[src/rtl/video_mode_pkg.sv]
// Shared definitions for the video mode sequencer: mode codes, PLL reconfig
// register map and the sequencer state encoding.
package video_mode_pkg;

  // Video mode codes
  localparam logic [3:0] VGA_640x480p60   = 4'd0;
  localparam logic [3:0] MODE_720x480     = 4'd1;
  localparam logic [3:0] MODE_1024x768    = 4'd2;
  localparam logic [3:0] MODE_1280x1024   = 4'd3;
  localparam logic [3:0] FHD_1920x1080p60 = 4'd4;

  // PLL reconfig management register addresses
  localparam logic [5:0] REG_MODE   = 6'h00;
  localparam logic [5:0] REG_STATUS = 6'h01;
  localparam logic [5:0] REG_START  = 6'h02;
  localparam logic [5:0] REG_N      = 6'h03;
  localparam logic [5:0] REG_M      = 6'h04;
  localparam logic [5:0] REG_C0     = 6'h05;

  // Value written to REG_MODE: polling (not waitrequest) completion mode
  localparam logic [31:0] MODE_POLLING = 32'd1;

  typedef enum logic [3:0] {
    StIdle,
    StWaitVs,
    StWrMode,
    StWrM,
    StWrN,
    StWrC0,
    StWrStart,
    StPoll,
    StWaitLock,
    StDone
  } seq_state_e;

endpackage

[src/rtl/pll_param_rom.sv]
// Mode code to PLL counter words {M, N, C0}. Purely combinational.
// Word layout: [17] odd, [16] bypass, [15:8] high count, [7:0] low count.
module pll_param_rom
  import video_mode_pkg::*;
(
  input  logic [3:0]  mode,
  output logic [31:0] m_word,
  output logic [31:0] n_word,
  output logic [31:0] c0_word
);

  // Table lookup; unlisted codes fall back to the 1280x1024-class entry.
  always_comb begin
    m_word  = 32'h0000_1C1B;
    n_word  = 32'h0000_0505;
    c0_word = 32'h0000_0404;
    case (mode)
      VGA_640x480p60: begin
        m_word  = 32'h0000_0F0F;
        n_word  = 32'h0000_0302;
        c0_word = 32'h0002_0F0E;
      end
      MODE_720x480: begin
        m_word  = 32'h0000_1B1A;
        n_word  = 32'h0000_0505;
        c0_word = 32'h0000_1414;
      end
      MODE_1024x768: begin
        m_word  = 32'h0000_0D0D;
        n_word  = 32'h0001_0000;
        c0_word = 32'h0000_0505;
      end
      FHD_1920x1080p60: begin
        m_word  = 32'h0000_1E1E;
        n_word  = 32'h0000_0505;
        c0_word = 32'h0000_0202;
      end
      default: ;
    endcase
  end

endmodule

[src/rtl/video_mode_sequencer.sv]
// Video mode change sequencer: waits for vsync, blanks video, reprograms the
// pixel PLL over the reconfig management bus, waits for stable lock, then
// reports the new mode. Optional watchdog enabled by defining MODE_SEQ_TIMEOUT_EN.
module video_mode_sequencer
  import video_mode_pkg::*;
#(
  parameter logic [3:0]  RESET_MODE  = VGA_640x480p60,
  parameter int unsigned LOCK_STABLE = 16,
  parameter int unsigned TIMEOUT_CYC = 2_000_000
) (
  input  logic        clk,
  input  logic        reset,
  input  logic [3:0]  mode_req,
  input  logic        mode_req_valid,
  output logic        mode_req_ready,
  input  logic        vs,
  input  logic        pll_locked,
  input  logic        mgmt_waitrequest,
  input  logic [31:0] mgmt_readdata,
  output logic        mgmt_read,
  output logic        mgmt_write,
  output logic [5:0]  mgmt_address,
  output logic [31:0] mgmt_writedata,
  output logic [3:0]  mode_cur,
  output logic        blank,
  output logic        busy,
  output logic        mode_ack,
  output logic        err
);

  seq_state_e  state_q, state_d;
  logic [3:0]  mode_lat_q, mode_lat_d;
  logic [3:0]  mode_cur_q, mode_cur_d;
  logic        blank_q, blank_d;
  logic        ack_q, ack_d;
  logic [31:0] lock_cnt_q, lock_cnt_d;
  logic        vs_q;
  logic [31:0] rom_m, rom_n, rom_c0;

`ifdef MODE_SEQ_TIMEOUT_EN
  logic [31:0] wd_q, wd_d;
  logic        err_q, err_d;
`endif

  // Only the status done bit is meaningful on reads.
  logic unused_rdata;
  assign unused_rdata = ^mgmt_readdata[31:1];

  pll_param_rom u_rom (
    .mode    (mode_lat_q),
    .m_word  (rom_m),
    .n_word  (rom_n),
    .c0_word (rom_c0)
  );

  // Ready is masked while reset is held so every output reads 0 in reset.
  assign mode_req_ready = (state_q == StIdle) && !reset;
  assign busy           = (state_q != StIdle);
  assign blank          = blank_q;
  assign mode_ack       = ack_q;
  assign mode_cur       = mode_cur_q;

  // Next-state logic for the sequence, lock counter and watchdog.
  always_comb begin
    state_d    = state_q;
    mode_lat_d = mode_lat_q;
    mode_cur_d = mode_cur_q;
    blank_d    = blank_q;
    ack_d      = 1'b0;
    lock_cnt_d = '0;
`ifdef MODE_SEQ_TIMEOUT_EN
    err_d      = err_q;
    wd_d       = '0;
`endif
    unique case (state_q)
      StIdle: begin
        if (mode_req_valid && mode_req_ready) begin
          mode_lat_d = mode_req;
`ifdef MODE_SEQ_TIMEOUT_EN
          err_d      = 1'b0;
`endif
          // Re-requesting the active mode needs no PLL traffic.
          state_d    = (mode_req == mode_cur_q) ? StDone : StWaitVs;
        end
      end
      StWaitVs: begin
        if (vs && !vs_q) begin
          blank_d = 1'b1;
          state_d = StWrMode;
        end
      end
      StWrMode:  if (!mgmt_waitrequest) state_d = StWrM;
      StWrM:     if (!mgmt_waitrequest) state_d = StWrN;
      StWrN:     if (!mgmt_waitrequest) state_d = StWrC0;
      StWrC0:    if (!mgmt_waitrequest) state_d = StWrStart;
      StWrStart: if (!mgmt_waitrequest) state_d = StPoll;
      StPoll: begin
        if (!mgmt_waitrequest && mgmt_readdata[0]) state_d = StWaitLock;
      end
      StWaitLock: begin
        if (pll_locked) begin
          if (lock_cnt_q == LOCK_STABLE - 1) begin
            state_d = StDone;
          end else begin
            lock_cnt_d = lock_cnt_q + 32'd1;
          end
        end
      end
      StDone: begin
        mode_cur_d = mode_lat_q;
        ack_d      = 1'b1;
        blank_d    = 1'b0;
        state_d    = StIdle;
      end
      default: state_d = StIdle;
    endcase
`ifdef MODE_SEQ_TIMEOUT_EN
    // Counter restarts whenever the state changes; abort without touching mode_cur.
    if ((state_q inside {StWaitVs, StPoll, StWaitLock}) && (state_d == state_q)) begin
      if (wd_q == TIMEOUT_CYC - 1) begin
        state_d    = StIdle;
        blank_d    = 1'b0;
        err_d      = 1'b1;
        lock_cnt_d = '0;
      end else begin
        wd_d = wd_q + 32'd1;
      end
    end
`endif
  end

  // Bus strobes, address and data decoded from the current state.
  always_comb begin
    mgmt_read      = 1'b0;
    mgmt_write     = 1'b0;
    mgmt_address   = '0;
    mgmt_writedata = '0;
    unique case (state_q)
      StWrMode: begin
        mgmt_write     = 1'b1;
        mgmt_address   = REG_MODE;
        mgmt_writedata = MODE_POLLING;
      end
      StWrM: begin
        mgmt_write     = 1'b1;
        mgmt_address   = REG_M;
        mgmt_writedata = rom_m;
      end
      StWrN: begin
        mgmt_write     = 1'b1;
        mgmt_address   = REG_N;
        mgmt_writedata = rom_n;
      end
      StWrC0: begin
        mgmt_write     = 1'b1;
        mgmt_address   = REG_C0;
        mgmt_writedata = rom_c0;
      end
      StWrStart: begin
        mgmt_write   = 1'b1;
        mgmt_address = REG_START;
      end
      StPoll: begin
        mgmt_read    = 1'b1;
        mgmt_address = REG_STATUS;
      end
      default: ;
    endcase
  end

  // State registers with synchronous reset.
  always_ff @(posedge clk) begin
    if (reset) begin
      state_q    <= StIdle;
      mode_lat_q <= RESET_MODE;
      mode_cur_q <= RESET_MODE;
      blank_q    <= 1'b0;
      ack_q      <= 1'b0;
      lock_cnt_q <= '0;
      vs_q       <= 1'b0;
    end else begin
      state_q    <= state_d;
      mode_lat_q <= mode_lat_d;
      mode_cur_q <= mode_cur_d;
      blank_q    <= blank_d;
      ack_q      <= ack_d;
      lock_cnt_q <= lock_cnt_d;
      vs_q       <= vs;
    end
  end

`ifdef MODE_SEQ_TIMEOUT_EN
  // Watchdog counter and sticky timeout flag.
  always_ff @(posedge clk) begin
    if (reset) begin
      wd_q  <= '0;
      err_q <= 1'b0;
    end else begin
      wd_q  <= wd_d;
      err_q <= err_d;
    end
  end
  assign err = err_q;
`else
  logic unused_timeout;
  assign unused_timeout = (TIMEOUT_CYC != 0);
  assign err            = 1'b0;
`endif

endmodule

[config.mk]
export PLATFORM = sky130hd
export DESIGN_NAME = video_mode_sequencer
export DESIGN_NICKNAME = d
export VERILOG_FILES = /design/src/rtl/video_mode_pkg.sv /design/src/rtl/pll_param_rom.sv /design/src/rtl/video_mode_sequencer.sv
export SDC_FILE = /design/constraint.sdc
export NUM_CORES = 1
export LEC_CHECK = 0
export CAP_MARGIN = 20
export CORE_ASPECT_RATIO = 1.2
export CORE_MARGIN = 2
export CORE_UTILIZATION = 25
export DETAILED_ROUTE_END_ITERATION = 6
export DONT_BUFFER_PORTS = 1
export GPL_TIMING_DRIVEN = 0
export PLACE_DENSITY = 0.45
export SLEW_MARGIN = 30
export SYNTH_ARGS = -nofsm -noshare
export SYNTH_HDL_FRONTEND = slang
export SYNTH_SLANG_ARGS = --single-unit
[constraint.sdc]
create_clock -name clk -period 1.7 [get_ports clk]
set_input_delay 0.17 -clock clk [delete_from_list [all_inputs] [get_ports clk]]
set_output_delay 0.17 -clock clk [all_outputs]
set_load 0.005 [all_outputs]
==> reports/qor.csv, run 1 <==
metric;value;unit
yosysSeqAreaShare;0.341;
yosysTopAreaCell;dfxtp_1;
fin_hold_ws;0.00839;ns
switchingPower;0.646;mW
vdd_drop_max;0.295;mV
clockRootBuffer;clkbuf_16;
ant_nets;0;
synth_area;2760;µm²
clk_pin_slew_worst_paths;0.07;ns
synth.avg_cell_area;7.81;µm²
layout.cells.non_filler;548;
period_share;1.08;
io-pin-count;91;
violations;negative setup slack;
start_util;0.253;
cp-start-kind;flip-flop;
drv_slew;0;
dp.cells;508;
layout-drive-gt1-share;0.387;
io_buffers;0;
synth-edff-count;0;
status;complete, but fails checks;
p_seq_frac;0.454;
hold_viol;0;
synth_compound_area_frac;0.159;
path_cells;nand4_1, or4_4, buf_6, or4_4, a21oi_2;
final_nets;458;
first_global_vias;2554;
swShare;0.253;
dieWidth;99.9;µm
gp_congestion;0.761;
viasPerCell;4.90;
clk_latency;0.29;ns
dieArea;11900;µm²
synth_xor_area_frac;0.0445;
grt_usage;0.127;
cp_common_cell;or4_4;
cp_slowest_cell;or4_4;
synthSimpleGateAreaFrac;0.302;
period_minus_slack;1.84;ns
synthTopCellsByArea;dfxtp_1 (34%), buf_4 (7.1%), nor2_1 (4.4%), a21oi_1 (4.2%), or4_1 (4.1%);
synth_fa_ha_area_frac;0.00454;
synth.distinct_cells;42;
die_h;119;µm
slew_headroom;0.665;
min_path_type;in2reg;
cts.sinks;47;
fmax;544;MHz
fill_cells;1147;
p_leak;1.47;nW
area_growth;42.4;%
synth_top_cell_area_share;0.341;
synth_flop_cell;dfxtp_1;
worstMarginPinSlew;0.503;ns
setup_viol;13;
p_comb_frac;0.135;
ys_warn_count;0;
dr.pass1.iters;4;
critPathRequiredTime;1.93;ns
core-area;10900;µm²
row_count;42;
crit_buf_inv;1;
htreeDepth;2;
cp_top_family;simple AND/OR/NAND/NOR gates;
powerDensity;650;nW/µm²
antenna_cells;0;
antenna_found_initial;0;
ys_ff_latch;47;
dp_hpwl;5170;µm
drcViolationCount;0;
clkPwrFrac;0.411;
synthArstFlopShare;0;
route.detailed.wl_per_inst;14.2;µm
grt_overflow_total;0;
clockBufferDepth;2;
critPathKind;reg2reg;
endpoint_kind;flip-flop;
skew;0.00798;ns
setup_ws;-0.138;ns
synth_top_family_by_area;simple AND/OR/NAND/NOR gates;
drtIter0Drc;103;
grt_pass1_wl;12300;µm
grt_max_degree;14;
rsz0062_at_grt;yes;
maxCapViolCount;0;
internal_power;1.91;mW
wl;7770;µm
path_max_fanout;6;
syn-instance-count;353;
cts_made_buffers;5;
cts_tree;yes;
vias;2683;
synth.area.mux_share;0.0218;
cpPeakStageDelay;0.60;ns
arrival;2.07;ns
[worst reg2reg max path, cell delays in order (launching register included)]
cell and delay (ns):
dfxtp_4 0.36, nand4_1 0.10, or4_4 0.60, buf_6 0.17
or4_4 0.41, a21oi_2 0.14
[power groups by stage]
| stage | Clock, mW | Sequential (mW) | Combinational (mW) |
|---|---|---|---|
| final | 1.05 | 1.16 | 0.345 |
| after global routing | 1.11 | 1.16 | 0.381 |
| after CTS | 1.07 | 1.16 | 0.274 |
| after detailed placement | 0 | 1.15 | 0.279 |
| after global placement | 0 | 1.15 | 0.279 |
| after floorplan | 0 | 1.15 | 0.223 |
[state kept, by name (all words and copies together) (netlist names)]
signal	cells
state_q	4
vs_q	1
mode_cur	4
mode_ack	1
mode_lat_q	4
blank	1
lock_cnt_q	32
[Yosys cell counts (all sizes together), types with 4 or more instances]
| cell type | n |
|---|---|
| a21oi | 23 |
| and2 | 4 |
| and3 | 6 |
| buf | 27 |
| clkbuf | 23 |
| dfxtp | 47 |
| inv | 14 |
| mux2i | 6 |
| nand2 | 17 |
| nand2b | 4 |
| nand3 | 16 |
| nand4 | 12 |
| nor2 | 32 |
| nor3 | 8 |
| nor3b | 5 |
| nor4 | 9 |
| o21ai | 21 |
| o31ai | 14 |
| or3 | 6 |
| or4 | 16 |
| xor2 | 11 |
[placed cells by master (no fill, tap or decap), drive strengths merged, types with 3 or more instances in the layout]
cell / netlist / layout
nor3: 8 / 8
xnor2: 3 / 3
nor4: 9 / 9
or3: 6 / 6
o31ai: 14 / 14
nor2b: 3 / 3
or4: 16 / 16
nand2b: 4 / 4
o211ai: 3 / 3
nor3b: 5 / 5
mux2i: 6 / 6
nand4: 12 / 12
a21oi: 23 / 23
xor2: 11 / 11
and2: 4 / 4
o21ai: 21 / 21
dfxtp: 47 / 47
nand3: 16 / 16
nor2: 32 / 32
conb: 1 / 24
buf: 27 / 75
inv: 14 / 14
and3: 6 / 6
clkbuf: 23 / 14
nand2: 17 / 17
[logic make-up (layout without fill, tap and decap cells)]
| group | count (synthesis) | after routing |
|---|---|---|
| fa+ha+maj | 1 | 1 |
| mux | 6 | 6 |
| simple gates | 148 | 148 |
| other cells | 1 | 24 |
| flops | 47 | 47 |
| buf+inv | 64 | 104 |
| compound gates | 72 | 72 |
| xor+xnor | 14 | 14 |
[metal layers]
metal / up-vias / global-route usage / wire length, µm
li1: 1355 / - / -
met1: 1267 / 0.142 / 3130
met2: 50 / 0.232 / 4120
met3: 11 / 0.0329 / 361
met4: 0 / 0.0394 / 161
met5: - / 0 / 0
[through the flow]
step / cell area [µm²] / worst slack (ns) / TNS [ns] / util / power (mW)
floorplan: 2860 / -0.0622 / -0.370 / - / 1.37
global placement: 3030 / -0.443 / -12.20 / 0.278 / 1.43
detailed placement: 3030 / -0.437 / -11.98 / 0.278 / 1.43
CTS: 3580 / -0.157 / -1.45 / 0.329 / 2.51
global route: 3920 / -0.196 / -2.44 / 0.361 / 2.65
finish: 3920 / -0.138 / -1.07 / 0.361 / 2.55
[layout make-up]
class,instances,area [µm²],share of cell area
multi-input cells,265,1880,0.479
repair buffers,43,338,0.0861
clock buffers,8,156,0.0399
plain buffers,39,320,0.0816
flip-flops and latches,47,1010,0.258
well taps,132,165,0.0421
inverters,14,52.6,0.0134
[path summary, 6_finish.rpt]
kind,start,to,slack (ns),cells past startpoint
worst max-delay path,lock_cnt_q[4]$_SDFF_PP0_,lock_cnt_q[22]$_SDFF_PP0_,-0.14,5
worst min-delay path,vs,vs_q$_SDFF_PP0_,0.008,1
worst max register to register,lock_cnt_q[4]$_SDFF_PP0_,lock_cnt_q[22]$_SDFF_PP0_,-0.14,5
worst min register to register,lock_cnt_q[18]$_SDFF_PP0_,lock_cnt_q[18]$_SDFF_PP0_,0.50,2
[timing repair]
item,CTS,global route
gates resized for setup,84,65
buffers inserted,20,21
hold buffers,1,0
endpoints found under the hold margin,1,0
endpoints found under the setup margin,52,46
pin swaps,21,26
gates cloned,1,0
(Power assumes the default switching activity.)
==> inputs of run 2 (changes only) <==
- ABC_CLOCK_PERIOD_IN_PS: unset -> 1700
- CELL_PAD_IN_SITES_DETAIL_PLACEMENT: unset -> 0
- CELL_PAD_IN_SITES_GLOBAL_PLACEMENT: unset -> 2
- CORE_MARGIN: 2 -> unset
- PLACE_DENSITY: 0.45 -> 0.67
==> run 2 against run 1 <==
The run still ends with negative setup slack left. Design area is essentially flat. Clock skew shrank 0.00075 ns. Worst setup slack lost 0.0041 ns. Sequential share of layout area is essentially flat. Count of clock-buffer cells in the layout shrank 2. Die area shrank 3.6%. Core utilization grew 0.92 points. Critical path depth is the same. Power grew 5.2%. Final cell count shrank 1.8%. Register-to-register slack is essentially flat. Non-clock buffer count shrank 7. Critical path type unchanged.
==> reports/qor.csv, run 2 (same netlist as run 1, synthesis figures left out) <==
metric;value;unit;change
status;complete, but fails checks;;unchanged
violations;negative setup slack;;unchanged
drtIter0Drc;46;;was 103
die_h;117;µm;was 119 µm
start_util;0.260;;was 0.253
first_global_vias;2425;;was 2554
r2r_start;lock_cnt_q[13]$_SDFF_PP0_;;was lock_cnt_q[4]$_SDFF_PP0_
worstMarginPinSlew;0.548;ns;was 0.503 ns
dieWidth;97.9;µm;was 99.9 µm
fin_setup_tns;-0.976;ns;was -1.07 ns
largest-register;lock_cnt_q;;unchanged
hold_viol;0;;unchanged
path_max_fanout;6;;unchanged
place_area;3020;µm²;was 3030 µm²
layout-drive-gt1-share;0.416;;was 0.387
grt_usage;0.137;;was 0.127
final_common_cell;buf_4;;unchanged
antenna_found_initial;0;;unchanged
routed-wl-met2;3930;µm;was 4120 µm
powerDensity;683;nW/µm²;was 650 nW/µm²
dp_hpwl;5330;µm;was 5170 µm
wl;7970;µm;was 7770 µm
ant_nets;0;;unchanged
r2r-end;lock_cnt_q[22]$_SDFF_PP0_;;unchanged
dieArea;11500;µm²;was 11900 µm²
clockBufferDepth;2;;unchanged
m1WireLength;3610;µm;was 3130 µm
dr.pass1.iters;4;;unchanged
gp_congestion;0.800;;was 0.761
area_growth;42.5;%;was 42.4%
cts_tree;yes;;unchanged
power;2.68;mW;was 2.55 mW
final_nets;451;;was 458
maxCapViolCount;0;;unchanged
io-pin-count;91;;unchanged
clockRootBuffer;clkbuf_16;;unchanged
viasPerCell;5.01;;was 4.90
row_count;41;;was 42
rsz0062_at_grt;yes;;unchanged
reg2reg_slack;-0.14;ns;about the same
slew_headroom;0.635;;was 0.665
wl_met3;263;µm;was 361 µm
cp-start-kind;flip-flop;;unchanged
cts_made_buffers;5;;unchanged
dr.max_layer_used;met4;;unchanged
final_cell_mix;buf_4 (57), nor2_1 (29), conb_1 (24), dfxtp_1 (24), dfxtp_4 (17);;was buf_4 (65), nor2_1 (31), conb_1 (24)
p_leak;1.43;nW;was 1.47 nW
period_share;1.08;;about the same
fin_area;3930;µm²;was 3920 µm²
vdd_drop_max;0.422;mV;was 0.295 mV
setup_viol;13;;unchanged
setup_ws;-0.142;ns;was -0.138 ns
min_path_type;in2reg;;unchanged
min-delay-start;vs;;unchanged
antenna_cells;0;;unchanged
clk_latency;0.29;ns;about the same
drcViolationCount;0;;unchanged
crit_start;lock_cnt_q[13]$_SDFF_PP0_;;was lock_cnt_q[4]$_SDFF_PP0_
period_minus_slack;1.84;ns;about the same
grt_overflow_total;0;;unchanged
arrival;2.07;ns;about the same
core-area;10600;µm²;was 10900 µm²
drv_slew;0;;unchanged
endpoint_kind;flip-flop;;unchanged
grt_pass1_wl;12400;µm;was 12300 µm
critPathRequiredTime;1.93;ns;about the same
reg2reg_depth;5;;unchanged
cts.sinks;47;;unchanged
clk_pin_slew_worst_paths;0.07;ns;about the same
critPathKind;reg2reg;;unchanged
skew;0.00723;ns;was 0.00798 ns
htreeDepth;2;;unchanged
largest_register_ffs;32;;unchanged
crit_path_end;lock_cnt_q[22]$_SDFF_PP0_;;unchanged
fmax;543;MHz;was 544 MHz
grt_max_degree;15;;was 14
vias;2694;;was 2683
route.detailed.wl_per_inst;14.8;µm;was 14.2 µm
io_buffers;0;;unchanged
run 2: cell count changes in the layout (fill, tap and decap cells not counted), sizes merged:
cell,change
buf,-6
bufinv,+1
clkbuf,-3
clkinv,+1
run 2: worst min path at each step:
| stage | end | slack (ns) | depth (start not counted) |
|---|---|---|---|
| final | vs_q$_SDFF_PP0_ | 0.01 | 1 |
| after global routing | mode_lat_q[3]$_SDFFE_PP0P_ | 0.03 | 2 |
| after CTS | vs_q$_SDFF_PP0_ | 0.005 | 1 |
| after detailed placement | state_q[3]$_SDFFE_PP0P_ | 0.26 | 1 |
| after global placement | state_q[3]$_SDFFE_PP0P_ | 0.27 | 1 |
| after floorplan | state_q[3]$_SDFFE_PP0P_ | 0.25 | 1 |
run 2: power by group:
group          switching, mW  total (mW)  internal [mW]
clock                  0.427        1.16          0.732
sequential            0.0384        1.14           1.11
combinational          0.197       0.381          0.184
run 2: timing repair:
item,in CTS,in global routing
endpoints found under the hold margin,1,0
resized for setup,56,106
setup endpoints to repair,54,53
hold buffers,1,0
pin swaps,11,16
buffers inserted,9,24
cloned,1,0
run 2: critical path, stage by stage (launching register included):
cell	delay [ns]
dfxtp_4	0.37
nand3_2	0.07
or4_4	0.59
buf_6	0.16
or4_4	0.47
a21oi_2	0.12
run 2: through the flow:
step	utilization	hold WS (ns)	setup slack, ns	instances
5_1_grt	0.370	0.0348	-0.208	538
4_1_cts	0.322	0.00477	-0.140	517
6_report	0.370	0.0138	-0.142	538
3_5_place_dp	0.285	0.262	-0.406	505
3_3_place_gp	0.285	0.265	-0.388	505
2_1_floorplan	-	0.253	-0.0622	376
run 2: layer usage:
layer | vias up | track usage
met5 | - | 0
met4 | 0 | 0.0465
met3 | 14 | 0.0315
met2 | 51 | 0.229
met1 | 1281 | 0.174
li1 | 1348 | -
run 2: cell type report:
| type | count | area (µm²) |
|---|---|---|
| Fill cell | 1129 | 6690 |
| Multi-Input combinational cell | 265 | 1910 |
| Sequential cell | 47 | 1010 |
| Buffer | 40 | 340 |
| Timing Repair Buffer | 35 | 278 |
| Tap cell | 129 | 161 |
| Clock buffer | 6 | 139 |
| Inverter | 14 | 52.6 |
| Clock inverter | 2 | 35.0 |
==> inputs of run 3 (changes only) <==
- CTS_BUF_LIST: unset -> sky130_fd_sc_hd__clkbuf_4 sky130_fd_sc_hd__clkbuf_8
==> run 3 against run 2 <==
The flow still finishes with violations (negative setup slack). Sequential power about the same. Final cell count rose by 3.0%. Worst hold slack got worse by 0.0046 ns. Non-clock buffer count is 16 higher. Largest cell class unchanged. Critical path depth stayed put. Global-route usage is 0.80 points higher.
==> reports/qor.csv, run 3 (same netlist as run 1, synthesis figures left out) <==
metric;value;unit;change
critPathRequiredTime;1.96;ns;was 1.93 ns
p_leak;1.52;nW;was 1.43 nW
drcViolationCount;0;;unchanged
wl;8140;µm;was 7970 µm
htreeDepth;2;;unchanged
drv_slew;0;;unchanged
die_h;117;µm;unchanged
vias;2748;;was 2694
grt_pass1_wl;13000;µm;was 12400 µm
clkPwrFrac;0.361;;was 0.432
worstMarginPinSlew;0.533;ns;was 0.548 ns
min_path_type;in2reg;;unchanged
place_area;3020;µm²;unchanged
critPathKind;reg2reg;;unchanged
grt_overflow_total;0;;unchanged
final_cell_mix;buf_4 (62), nor2_1 (29), conb_1 (24);;was buf_4 (57), nor2_1 (29), conb_1 (24), dfxtp_1 (24), dfxtp_4 (17)
internal_power;1.79;mW;was 2.02 mW
dp.cells;505;;unchanged
cts_made_buffers;5;;unchanged
final_core_util;0.380;;was 0.370
arrival;2.11;ns;was 2.07 ns
first_global_vias;2550;;was 2425
core-area;10600;µm²;unchanged
grt_max_degree;15;;unchanged
grt_usage;0.145;;was 0.137
setup_ws;-0.154;ns;was -0.142 ns
layout-drive-gt1-share;0.405;;was 0.416
violations;negative setup slack;;unchanged
clk_latency;0.31;ns;was 0.29 ns
clk_pin_slew_worst_paths;0.10;ns;was 0.07 ns
io_buffers;0;;unchanged
fmax;539;MHz;was 543 MHz
antenna_cells;0;;unchanged
drtIter0Drc;102;;was 46
cts.sinks;47;;unchanged
cp-start-kind;flip-flop;;unchanged
final_nets;467;;was 451
antenna_found_initial;0;;unchanged
rsz0062_at_grt;yes;;unchanged
fill_cells;1114;;was 1129
p_comb_frac;0.169;;was 0.142
setup_viol;31;;was 13
dieWidth;97.9;µm;unchanged
skew;0.0163;ns;was 0.00723 ns
largest-register;lock_cnt_q;;unchanged
slew_headroom;0.645;;was 0.635
dieArea;11500;µm²;unchanged
start_util;0.260;;unchanged
power;2.44;mW;was 2.68 mW
clockBufferDepth;2;;unchanged
endpoint_kind;flip-flop;;unchanged
vdd_drop_max;0.324;mV;was 0.422 mV
maxCapViolCount;0;;unchanged
dr.pass1.iters;4;;unchanged
switchingPower;0.649;mW;was 0.662 mW
final_common_cell;buf_4;;unchanged
powerDensity;605;nW/µm²;was 683 nW/µm²
status;complete, but fails checks;;unchanged
period_minus_slack;1.85;ns;was 1.84 ns
path_max_fanout;6;;unchanged
area_growth;46.4;%;was 42.5%
layout.cells.non_filler;554;;was 538
viasPerCell;4.96;;was 5.01
period_share;1.09;;was 1.08
p_seq_frac;0.470;;was 0.426
route.detailed.wl_per_inst;14.7;µm;was 14.8 µm
hold_viol;0;;unchanged
ant_nets;0;;unchanged
fin_setup_tns;-2.23;ns;was -0.976 ns
io-pin-count;91;;unchanged
swShare;0.266;;was 0.247
cts_tree;yes;;unchanged
dp_hpwl;5330;µm;unchanged
row_count;41;;unchanged
largest_register_ffs;32;;unchanged
clockRootBuffer;clkbuf_8;;was clkbuf_16
gp_congestion;0.800;;unchanged
fin_area;4040;µm²;was 3930 µm²
==> run 3: changes by cell type in the layout (fill, tap and decap cells not counted), sizes merged <==
cell	change
dlygate4sd3	+4
clkbuf	+4
buf	+8
==> run 3: worst max-delay path, cell delays in order (launching register included) <==
cell and delay, ns:
dfxtp_4 0.37, nand3_4 0.08, or4_4 0.59, buf_6 0.16, or4_4 0.47, a21oi_2 0.14
==> run 3: path summary, 6_finish.rpt <==
path | startpoint | end | slack (ns) | depth (start not counted)
setup reg to reg | lock_cnt_q[7]$_SDFF_PP0_ | lock_cnt_q[22]$_SDFF_PP0_ | -0.15 | 5
hold / removal | mode_req[2] | mode_lat_q[2]$_SDFFE_PP0P_ | 0.009 | 2
hold reg to reg | lock_cnt_q[0]$_SDFF_PP0_ | lock_cnt_q[0]$_SDFF_PP0_ | 0.45 | 1
setup / recovery | lock_cnt_q[7]$_SDFF_PP0_ | lock_cnt_q[22]$_SDFF_PP0_ | -0.15 | 5
==> run 3: repair_timing <==
item / in CTS / in global routing
cloned: 3 / 1
setup endpoints to repair: 55 / 55
endpoints found under the hold margin: 5 / 0
setup buffers: 23 / 19
resized for setup: 77 / 78
hold buffers: 5 / 0
pin swaps: 13 / 16
==> run 3: area by class of cell <==
cell class	count	area, µm²	share of cell area
multi-input cells	265	1900	0.470
plain buffers	40	330	0.0818
clock inverters	2	35.0	0.00868
repair buffers	51	470	0.117
well taps	129	161	0.0400
inverters	14	52.6	0.0130
flip-flops and latches	47	1010	0.250
clock buffers	6	82.6	0.0205
==> run 3: metrics by stage <==
stage | hold WS, ns | worst slack, ns
after floorplan | 0.253 | -0.0622
after global placement | 0.265 | -0.388
after detailed placement | 0.262 | -0.406
after CTS | 0.00591 | -0.146
after global routing | 0.0315 | -0.223
final | 0.00918 | -0.154
==> run 3: power by group through the flow <==
stage	clock [mW]	combinational (mW)	sequential, mW
floorplan	0	0.223	1.15
global placement	0	0.285	1.15
detailed placement	0	0.283	1.15
CTS	0.913	0.282	1.16
global route	0.962	0.460	1.15
finish	0.883	0.413	1.15
==> run 3: layer usage <==
| metal | vias to the layer above | part of all wire | wire length [µm] | global-route usage |
|---|---|---|---|---|
| met5 | - | 0 | 0 | 0 |
| met4 | 0 | 0.023 | 190 | 0.0566 |
| met3 | 15 | 0.039 | 321 | 0.0333 |
| met2 | 55 | 0.49 | 4010 | 0.245 |
| met1 | 1303 | 0.44 | 3620 | 0.179 |
| li1 | 1375 | - | - | - |
